[config.mk]
export PLATFORM = sky130hd
export DESIGN_NAME = ptn_seq_ctrl
export DESIGN_NICKNAME = d
export VERILOG_FILES = /design/src/rtl/seq_pkg.sv /design/src/rtl/tick_gen.sv /design/src/rtl/ptn_seq_ctrl.sv
export SDC_FILE = /design/constraint.sdc
export NUM_CORES = 1
export LEC_CHECK = 0
export BUFFER_PORTS_ARGS = -buffer_cell sky130_fd_sc_hd__clkbuf_2
export CAP_MARGIN = 10
export CORE_MARGIN = 3
export CORE_UTILIZATION = 45
export CTS_CLUSTER_DIAMETER = 30
export DETAILED_ROUTE_END_ITERATION = 10
export PLACE_DENSITY = 0.6
export SETUP_SLACK_MARGIN = 0.4
export SYNTH_ARGS = -nofsm -noshare
export SYNTH_HDL_FRONTEND = slang
export SYNTH_SLANG_ARGS = --single-unit
[constraint.sdc]
create_clock -name clk -period 4 [get_ports clk]
set_input_delay 0.2 -clock clk [delete_from_list [all_inputs] [get_ports clk]]
set_output_delay 0.2 -clock clk [all_outputs]
set_load 0.03 [all_outputs]
[src/rtl/seq_pkg.sv]
// rtl/seq_pkg.sv - shared types, speed encodings and next-address rule for the pattern sequencer
package seq_pkg;

  typedef enum logic [1:0] {
    IDLE  = 2'd0,
    RUN   = 2'd1,
    PAUSE = 2'd2
  } state_t;

  localparam logic [1:0] SPD_DIV1 = 2'd0;
  localparam logic [1:0] SPD_DIV2 = 2'd1;
  localparam logic [1:0] SPD_DIV4 = 2'd2;
  localparam logic [1:0] SPD_DIV8 = 2'd3;

  // Ping-pong bounces off the ends instead of wrapping around.
  function automatic int next_addr(input int addr, input int num, input logic up,
                                   input logic pingpong);
    if (up) begin
      if (addr == num - 1) return pingpong ? num - 2 : 0;
      return addr + 1;
    end
    if (addr == 0) return pingpong ? 1 : num - 1;
    return addr - 1;
  endfunction

  function automatic logic next_up(input int addr, input int num, input logic up);
    if (up && addr == num - 1) return 1'b0;
    if (!up && addr == 0) return 1'b1;
    return up;
  endfunction

endpackage

[src/rtl/tick_gen.sv]
// rtl/tick_gen.sv - prescaler with speed mask; adv strobes when the masked low bits are all ones
module tick_gen
  import seq_pkg::*;
#(
  parameter int DIV_W = 25
) (
  input  logic       clk,
  input  logic       rst,
  input  logic       en,
  input  logic       clr,
  input  logic [1:0] speed,
  output logic       adv
);

  logic [DIV_W-1:0] cnt;
  logic [DIV_W-1:0] mask;

  always_comb begin
    mask = '1;
    case (speed)
      SPD_DIV1: mask = {DIV_W{1'b1}};
      SPD_DIV2: mask = {DIV_W{1'b1}} >> 1;
      SPD_DIV4: mask = {DIV_W{1'b1}} >> 2;
      SPD_DIV8: mask = {DIV_W{1'b1}} >> 3;
      default:  mask = {DIV_W{1'b1}};
    endcase
  end

  // Mask is applied at compare time so a speed change never disturbs the count.
  assign adv = en && ((cnt & mask) == mask);

  always_ff @(posedge clk or posedge rst) begin
    if (rst) begin
      cnt <= '0;
    end else if (clr) begin
      cnt <= '0;
    end else if (en) begin
      cnt <= cnt + DIV_W'(1);
    end
  end

endmodule

[src/rtl/ptn_seq_ctrl.sv]
// rtl/ptn_seq_ctrl.sv - pattern ROM playback controller; SEQ_PINGPONG_EN selects bounce instead of wrap
module ptn_seq_ctrl
  import seq_pkg::*;
#(
  parameter int DIV_W   = 25,
  parameter int PTN_NUM = 24,
  parameter int ADDR_W  = 5
) (
  input  logic              clk,
  input  logic              rst,
  input  logic              btn_run,
  input  logic              btn_step,
  input  logic              btn_clr,
  input  logic              dir,
  input  logic [1:0]        speed,
  output logic [ADDR_W-1:0] ptn_addr,
  output logic              blank,
  output logic              running,
  output logic              tick
);

  state_t            state, state_nx;
  logic              run_q, step_q, clr_q;
  logic              run_ev, step_ev, clr_ev;
  logic              adv_strobe;
  logic              do_adv;
  logic              up_use;
  logic              pingpong;
  logic [ADDR_W-1:0] addr_nx;

  assign run_ev  = btn_run  && !run_q;
  assign step_ev = btn_step && !step_q;
  assign clr_ev  = btn_clr  && !clr_q;

  always_ff @(posedge clk or posedge rst) begin
    if (rst) begin
      run_q  <= 1'b0;
      step_q <= 1'b0;
      clr_q  <= 1'b0;
    end else begin
      run_q  <= btn_run;
      step_q <= btn_step;
      clr_q  <= btn_clr;
    end
  end

  tick_gen #(.DIV_W(DIV_W)) u_tick_gen (
    .clk   (clk),
    .rst   (rst),
    .en    (state == RUN),
    .clr   (state == IDLE),
    .speed (speed),
    .adv   (adv_strobe)
  );

  always_ff @(posedge clk or posedge rst) begin
    if (rst) state <= IDLE;
    else     state <= state_nx;
  end

  // Button events pre-empt a same-cycle advance: clr > run > step/strobe.
  always_comb begin
    state_nx = state;
    do_adv   = 1'b0;
    case (state)
      IDLE: begin
        if (run_ev && !clr_ev) state_nx = RUN;
      end
      RUN: begin
        if (clr_ev)          state_nx = IDLE;
        else if (run_ev)     state_nx = PAUSE;
        else if (adv_strobe) do_adv   = 1'b1;
      end
      PAUSE: begin
        if (clr_ev)       state_nx = IDLE;
        else if (run_ev)  state_nx = RUN;
        else if (step_ev) do_adv   = 1'b1;
      end
      default: state_nx = IDLE;
    endcase
  end

`ifdef SEQ_PINGPONG_EN
  logic up_q;

  always_ff @(posedge clk or posedge rst) begin
    if (rst) begin
      up_q <= 1'b1;
    end else if (state == IDLE && state_nx == RUN) begin
      up_q <= dir;
    end else if (do_adv) begin
      up_q <= next_up(int'(ptn_addr), PTN_NUM, up_q);
    end
  end

  assign up_use   = up_q;
  assign pingpong = 1'b1;
`else
  assign up_use   = dir;
  assign pingpong = 1'b0;
`endif

  assign addr_nx = ADDR_W'(next_addr(int'(ptn_addr), PTN_NUM, up_use, pingpong));

  always_ff @(posedge clk or posedge rst) begin
    if (rst) begin
      ptn_addr <= '0;
      blank    <= 1'b1;
      running  <= 1'b0;
      tick     <= 1'b0;
    end else begin
      if (state_nx == IDLE) ptn_addr <= '0;
      else if (do_adv)      ptn_addr <= addr_nx;
      blank   <= (state_nx == IDLE);
      running <= (state_nx == RUN);
      tick    <= do_adv;
    end
  end

endmodule

==> results of run 1 <==
routing by layer:
layer,vias up,routed length (um)
met5,-,0
met4,0,23
met3,2,129
met2,26,1980
met1,774,1970
li1,803,-
placed cells by master, fill, tap and decap left out, types with 7 or more instances in the layout:
cell and instances:
clkbuf_2 15, ha_1 7, o21ai_0 11, dfrtp_1 37, nor3_1 8, nand3_1 10, nand2_1 9, nor2_1 26
xnor2_1 20, a21oi_1 11, inv_1 13
area by class of cell:
| cell class | count | area (um2) |
|---|---|---|
| Clock buffer | 6 | 82.6 |
| Clock inverter | 2 | 12.5 |
| Fill cell | 424 | 2120 |
| Inverter | 13 | 48.8 |
| Multi-Input combinational cell | 160 | 1100 |
| Sequential cell | 38 | 952 |
| Tap cell | 52 | 65.1 |
| Timing Repair Buffer | 18 | 97.6 |
synth_stat cells, drive strengths merged (6+ instances only):
cell type  number
xnor2          20
inv            13
nand3          11
dfrtp          37
nand2           9
nand4           6
nor4            8
nor2           26
ha              7
nor3            8
a21oi          11
o21ai          12
per-stage QoR:
stage	setup WS, ns	hold WS, ns	total power [W]
3_3_place_gp	1.52	0.327	0.000734
3_5_place_dp	1.56	0.329	0.000731
6_report	1.54	0.00492	0.000996
2_1_floorplan	2.17	0.231	0.000658
4_1_cts	1.54	0.0229	0.00101
5_1_grt	1.31	0.0264	0.00107
flip-flops by register name (all words and copies together), names as in the netlist:
signal	count
ptn_addr	5
clr_q	1
u_tick_gen.cnt	25
step_q	1
running	1
run_q	1
state	2
tick	1
blank	1
kinds of logic after synthesis:
logic type               after synthesis
buffers and inverters                 21
adder cells (fa/ha/maj)                7
XOR/XNOR                              22
multiplexers                           4
AO/OA/AOI/OAI                         37
flip-flops                            38
AND/OR/NAND/NOR                       90
final timing paths:
| kind | start | to | slack [ns] | cells after the start |
|---|---|---|---|---|
| min in group clk | btn_clr | clr_q | 0.04 | 1 |
| max in group asynchronous | rst | blank | 3.64 | 3 |
| min reg2reg | u_tick_gen.cnt[13] | u_tick_gen.cnt[13] | 0.55 | 2 |
| max reg2reg | state[1] | ptn_addr[3] | 1.54 | 6 |
| min | rst | tick | 0.005 | 3 |
| max | state[1] | ptn_addr[3] | 1.54 | 6 |
power groups by stage:
stage / Combinational (W) / Clock (W) / Sequential [W]
CTS: 0.000288 / 0.000282 / 0.000439
global placement: 0.000288 / 0 / 0.000446
floorplan: 0.000193 / 0 / 0.000465
detailed placement: 0.000286 / 0 / 0.000445
finish: 0.000286 / 0.000271 / 0.000439
global route: 0.000323 / 0.000301 / 0.000442
critical path, cell delays in order, from the launching register on:
cell and delay (ns):
dfrtp_1 0.42, inv_1 0.10, ha_1 0.48, o21ai_0 0.17, a211oi_1 0.65, nor2_1 0.22
o32ai_1 0.32
==> reports/results.ini, run 1 <==
[outcome]
status=complete, no violations

[die]
ios=16
num_rows=24
die_w_um=75.0
initial_core_util=0.478
die_h_um=75.0
coreArea_um2=4470
dieArea_um2=5620

[placed_design]
gp_congestion=0.812
portBuffers=15
place_inst=281
dp_hpwl_mm=2.82
place_area_um2=2260

[synth]
async_reset_ff_frac=1.00
synth_xor_xnor_area_share=0.0901
synthTopCellsByArea=dfrtp_1 (43%), xnor2_1 (8.2%), nor2_1 (4.6%), ha_1 (4.1%), nor4_2 (3.5%)
ys_warn_count=0
synth_flop_cell=dfrtp_1
ys_seq_area_frac=0.445
postSynthCellCount=219
synth_cell_types=48
synth_compound_area_frac=0.108
synth_edf_count=0
muxShareOfSynthArea=0.0187
ys_ff_latch=38
synth_top_cell_area_share=0.433
synth_top_family_by_area=simple AND/OR/NAND/NOR gates
yosys.area_share.simple=0.256
syn_nets=234
synth_fa_ha_area_frac=0.0409
syn_avg_cell_area_um2=9.77
syn_area_um2=2140
synth_top_area_cell=dfrtp_1

[grt]
first_global_vias=1603
grt.overflow.total=0
grt_max_degree=39
grt_busiest_layer=met2
grt_util_all_layers=0.171
use_met1=0.221
grt_util_met3=0.0454
grt_use_met2=0.283
grt_pass1_wl_mm=7.37
antenna_found_initial=0

[clock_network]
postCtsSetupRepairBufs=0
clock_latency_ns=0.28
ctsResizeCount=0
clk_pin_slew_ns=0.07
cts_max_path_buffers=2
htree_levels=2
cts-hold-fix-buffers=0
cts_tree=done
cts_num_sinks=38
cts_buffers=5
root_buffer=clkbuf_8

[power]
internal_power_w=0.000643
powerDensity_nw_per_um2=422
pwr-share-seq=0.441
power_leakage_nw=0.969
power_frac_comb=0.288
power_frac_clock=0.272
switching_share=0.354
switchingPower_w=0.000352
ir_drop_v=0.000308

[sta]
tightest_slew_ns=0.898
min_period_ns=2.46
hold_viol=0
fin_skew_ns=0.00486
fmax_mhz=407
maxSlewHeadroom=0.400
period_share=0.615
setup_tns_ns=0
final-setup-viol-count=0
slew_violations=0
rsz0062_at_grt=false

[worst_setup_path]
arrival_ns=2.64
cp-start-kind=register
path_max_fanout=14
worstSetupPathType=register to register
cp.required_ns=4.18
crit_path_end_kind=register

[route]
drt_wl_total_mm=4.10
drt_first_pass_iters=4
drt_iter0_drc=46
wire_per_inst_um=14.2
vias_per_cell=5.55
drc=0
vias=1605
drtAntennaViolNets=0

[finish]
fin_cells=289
fin_nets=251
antenna_cells=0
design_area_um2=2360
post-route-util=0.527
area_growth_pct=10.2
drive_above_1_share=0.160

[min_path]
hp-class=input pin to asynchronous set/reset pin

[run]
max-cap-violations=0

Note: power is estimated with default switching activity, not from simulation.
==> inputs of run 2 (changes only) <==
==> constraint.sdc (replaced) <==
create_clock -name clk -period 2.4 [get_ports clk]
set_input_delay 0.12 -clock clk [delete_from_list [all_inputs] [get_ports clk]]
set_output_delay 0.12 -clock clk [all_outputs]
set_load 0.03 [all_outputs]
==> run 2 against run 1 <==
Net effect: count of clock-buffer cells in the layout is 1 higher; wire length is 5.8% higher; combinational power is 100% higher; clock power is 94% higher; non-clock buffer count is 14 higher; register-to-register slack worse by 1.1 ns; worst setup slack worse by 1.1 ns; hold slack better by 0.33 ns; largest power group unchanged.
==> reports/results.ini, run 2 (synthesis results as in run 1) <==
[route]
drt_first_pass_iters=4
drc=0
drtAntennaViolNets=0
vias_per_cell=5.63
vias=1705
drt_iter0_drc=92
drt_wl_total_mm=4.34
wire_per_inst_um=14.3

[finish]
multi_input_area_um2=1170
final_common_cell=dfrtp_1
seqCellArea_um2=956
post-route-util=0.572
largest_register_ffs=25
antenna_cells=0
n_fill_cell=422
layout_common_cells=dfrtp_1 (34), nor2_1 (25), xnor2_1 (20)
fin_nets=265
largest_register=u_tick_gen.cnt
reg_top3=u_tick_gen.cnt x25, ptn_addr x5, state x2
area_growth_pct=19.7
drive_above_1_share=0.235

[power]
power_leakage_nw=1.06
ir_drop_v=0.000368
power.total_w=0.00184
powerDensity_nw_per_um2=720

[sta]
slew_violations=0
final-setup-viol-count=0
hold_viol=0
tightest_slew_ns=0.552
fmax_mhz=510
setup_slack_ns=0.439
rsz0062_at_grt=true
fin_skew_ns=0.00759
maxSlewHeadroom=0.632
setup_tns_ns=0
min_period_ns=1.96
period_share=0.817

[grt]
grt_util_all_layers=0.171
antenna_found_initial=0
grt.overflow.total=0
grt_pass1_wl_mm=7.39
grt_max_degree=39
first_global_vias=1589

[min_path]
whs_endpoint=ptn_addr[1]
min_from=dir
hp-class=input pin to register
hold_depth=4

[die]
die_h_um=75.0
dieArea_um2=5620
ios=16
die_w_um=75.0
num_rows=24
initial_core_util=0.478
coreArea_um2=4470

[worst_setup_path]
crit_path_end_kind=register
rr_worst_depth=7
worstPathBufferInverterCount=1
crit_slowest_cell=dfrtp_1
path_max_fanout=5
crit_chain=inv_1 -> ha_1 -> or2_2 -> a21oi_2 -> nor4_4 -> nor2_2 -> o32ai_1
worstSetupPathType=register to register
cp.required_ns=2.58
path_depth=7
slowest_delay_ns=0.42
rr_endpoint=ptn_addr[3]
crit_start=state[0]
cpLargestDelayFamily=simple AND/OR/NAND/NOR gates
cp-start-kind=register
arrival_ns=2.14
r2r_slack_ns=0.44
rr_startpoint=state[0]

[clock_network]
root_buffer=clkbuf_8
htree_levels=2
clk_pin_slew_ns=0.07
cts_tree=done
clock_latency_ns=0.28
cts_buffers=5
cts_max_path_buffers=2
cts_num_sinks=38

[placed_design]
dp_slack_ns=0.329
portBuffers=15
gp_congestion=0.801
dp_hpwl_mm=2.83

[run]
max-cap-violations=0

[outcome]
status=complete, no violations

## run 2: power by group
| part | total, W | switching, W | leakage [nW] | internal (W) |
|---|---|---|---|---|
| logic | 0.000585 | 0.000377 | 0.494 | 0.000208 |
| clock network | 0.000526 | 0.000215 | 0.0524 | 0.000311 |
| registers | 0.000733 | 0.0000393 | 0.512 | 0.000694 |
| total | 0.00184 | 0.000631 | 1.06 | 0.00121 |
## run 2: final cells by class
cell class                      count  area share
Clock buffer                        7      0.0298
Clock inverter                      1      0.0117
Inverter                           13      0.0191
Multi-Input combinational cell    160       0.456
Sequential cell                    38       0.373
Tap cell                           52      0.0254
Timing Repair Buffer               32      0.0845
## run 2: worst min-delay path, cell delays in order
cell	delay [ns]
clkbuf_2	0.22
xnor2_1	0.10
o21ai_0	0.06
a21oi_1	0.07
## run 2: timing repair
item,4_1_cts,5_1_grt
endpoints found under the hold margin,40,0
setup buffers,2,5
pin swaps,1,1
setup endpoints to repair,12,14
hold buffers,4,0
gates resized for setup,4,13
## run 2: worst max-delay path by stage
stage	endpoint	slack [ns]
after global placement	u_tick_gen.cnt[13]	0.37
after global routing	ptn_addr[0]	0.35
after CTS	ptn_addr[3]	0.43
final	ptn_addr[3]	0.44
after detailed placement	u_tick_gen.cnt[13]	0.33
after floorplan	ptn_addr[3]	0.57
## run 2: through the flow
stage	hold WS, ns	std cells	instance area [um2]
floorplan	0.151	219	2140
finish	0.331	303	2560
detailed placement	0.254	284	2280
CTS	0.335	298	2470
global route	0.411	303	2560
global placement	0.246	284	2280
## run 2: per-layer routing
layer / vias to the layer above / part of all wire / global-route usage
met3: 2 / 0.033 / 0.0360
met5: - / 0 / 0
met1: 834 / 0.48 / 0.239
met4: 0 / 0.0055 / 0.0474
li1: 837 / - / -
met2: 32 / 0.48 / 0.270
==> inputs of run 3 (changes only) <==
--- a/config.mk
+++ b/config.mk
@@ -11,7 +11,7 @@
 export CORE_UTILIZATION = 45
 export CTS_CLUSTER_DIAMETER = 30
 export DETAILED_ROUTE_END_ITERATION = 10
-export PLACE_DENSITY = 0.6
+export PLACE_DENSITY = 0.62
 export SETUP_SLACK_MARGIN = 0.4
 export SYNTH_ARGS = -nofsm -noshare
 export SYNTH_HDL_FRONTEND = slang
==> constraint.sdc (replaced) <==
create_clock -name clk -period 1.75 [get_ports clk]
set_input_delay 0.0875 -clock clk [delete_from_list [all_inputs] [get_ports clk]]
set_output_delay 0.0875 -clock clk [all_outputs]
set_load 0.03 [all_outputs]
==> run 3 against run 2 <==
Net effect: wire length is 36% higher; via count is 17% higher; the run now ends with negative setup slack left; core utilization is 19 points higher; sequential share of layout area is 9.3 points lower; power is 94% higher; first-iteration DRC count is 23% higher; worst setup slack worse by 0.55 ns; critical endpoint is now u_tick_gen.cnt[17]; highest routed layer unchanged; combinational power grew to 3.3 times the previous value; count of clock-buffer cells in the layout stayed put; largest power group is now combinational cells; critical path depth is 4 higher; largest cell class unchanged.
==> reports/results.ini, run 3 (synthesis results as in run 1) <==
[outcome]
status=finished, violations left
violations=negative setup slack

[sta]
slew_violations=0
min_period_ns=1.86
fin_skew_ns=0.00930
setup_slack_ns=-0.107
fmax_mhz=538
rsz0062_at_grt=true
period_share=1.06
maxSlewHeadroom=0.639
whs_ns=0.289
final-setup-viol-count=19
tightest_slew_ns=0.540
hold_viol=0

[worst_setup_path]
rr_endpoint=u_tick_gen.cnt[17]
cp-start-kind=register
r2r_slack_ns=-0.11
rr_worst_depth=11
arrival_ns=2.04
path_max_fanout=5
cp.required_ns=1.93
crit_path_end_kind=register
worstSetupPathType=register to register
rr_startpoint=state[1]
crit_start=state[1]

[finish]
fin_nets=319
largest_register_ffs=25
final_common_cell=dfrtp_1
largest_register=u_tick_gen.cnt
drive_above_1_share=0.489
reg_top3=u_tick_gen.cnt x25, ptn_addr x5, state x2
antenna_cells=0
layout_common_cells=dfrtp_1 (35), buf_4 (32), buf_6 (31)
area_growth_pct=59.2
post-route-util=0.761

[grt]
grt_pass1_wl_mm=9.74
grt.overflow.total=0
antenna_found_initial=0
first_global_vias=2051
grt_util_all_layers=0.230
grt_max_degree=26

[placed_design]
portBuffers=15
gp_congestion=0.837
dp_hpwl_mm=3.76

[route]
drt_first_pass_iters=5
drtAntennaViolNets=0
vias_per_cell=5.57
vias=1987
drc=0
wire_per_inst_um=16.5
drt_iter0_drc=113
drt_wl_total_mm=5.90

[power]
ir_drop_v=0.000567
power_leakage_nw=1.55
powerDensity_nw_per_um2=1050

[clock_network]
cts_buffers=5
htree_levels=2
clock_latency_ns=0.30
cts_num_sinks=38
root_buffer=clkbuf_8
cts_tree=done
cts_max_path_buffers=2
clk_pin_slew_ns=0.08

[die]
die_h_um=75.0
coreArea_um2=4470
die_w_um=75.0
dieArea_um2=5620
initial_core_util=0.478
num_rows=24
ios=16

[min_path]
min_from=dir
whs_endpoint=ptn_addr[1]
hp-class=input pin to register
hold_depth=4

[run]
max-cap-violations=0

run 3: cell type report:
class	count	area (um2)
Clock buffer	7	86.3
Fill cell	295	1070
Timing Repair Buffer	85	759
Inverter	13	51.3
Tap cell	52	65.1
Sequential cell	38	955
Multi-Input combinational cell	161	1480
Clock inverter	1	5.00
run 3: stage by stage:
| stage | power, W | setup TNS [ns] | setup slack [ns] | cell area [um2] | std cells |
|---|---|---|---|---|---|
| detailed placement | 0.00203 | -1.13 | -0.218 | 2720 | 318 |
| global placement | 0.00197 | -0.185 | -0.0701 | 2720 | 318 |
| finish | 0.00358 | -1.03 | -0.107 | 3410 | 357 |
| floorplan | 0.00168 | 0 | 0.0118 | 2330 | 219 |
| CTS | 0.00319 | -0.378 | -0.0820 | 3220 | 348 |
| global route | 0.00375 | -3.11 | -0.182 | 3410 | 357 |
run 3: how the worst max path moves through the flow:
| stage | end | slack [ns] | depth (start not counted) |
|---|---|---|---|
| floorplan | ptn_addr[0] | 0.01 | 5 |
| global placement | ptn_addr[0] | -0.07 | 6 |
| detailed placement | ptn_addr[3] | -0.22 | 6 |
| CTS | ptn_addr[0] | -0.08 | 5 |
| global route | u_tick_gen.cnt[9] | -0.18 | 11 |
| finish | u_tick_gen.cnt[17] | -0.11 | 11 |
run 3: routing by layer:
layer  GRT usage  vias up  part of all wire
met5           0        -                 0
met1       0.265      987              0.39
met4      0.0830        0             0.012
li1            -      946                 -
met3      0.0427        6             0.035
met2       0.420       48              0.56
run 3: timing repair:
| item | CTS | global route |
|---|---|---|
| setup buffers | 17 | 9 |
| hold endpoints to repair | 15 | 0 |
| pin swaps | 24 | 25 |
| hold buffers | 4 | 0 |
| cloned | 1 | 0 |
| setup endpoints to repair | 35 | 35 |
| gates resized for setup | 54 | 29 |
run 3: power by group:
part	switching (W)	leakage, nW	internal [W]
clock network	0.000311	0.0482	0.000318
registers	0.0000516	0.514	0.000954
logic	0.000915	0.986	0.00102
run 3: worst max-delay path, cell delays in order (launching register included):
cell and delay (ns):
dfrtp_1 0.37, inv_2 0.07, buf_6 0.11, ha_4 0.18, buf_6 0.11, buf_6 0.10
buf_6 0.12, o21bai_4 0.27, buf_6 0.14, nor3_2 0.04, xnor2_1 0.17, nor2_1 0.06
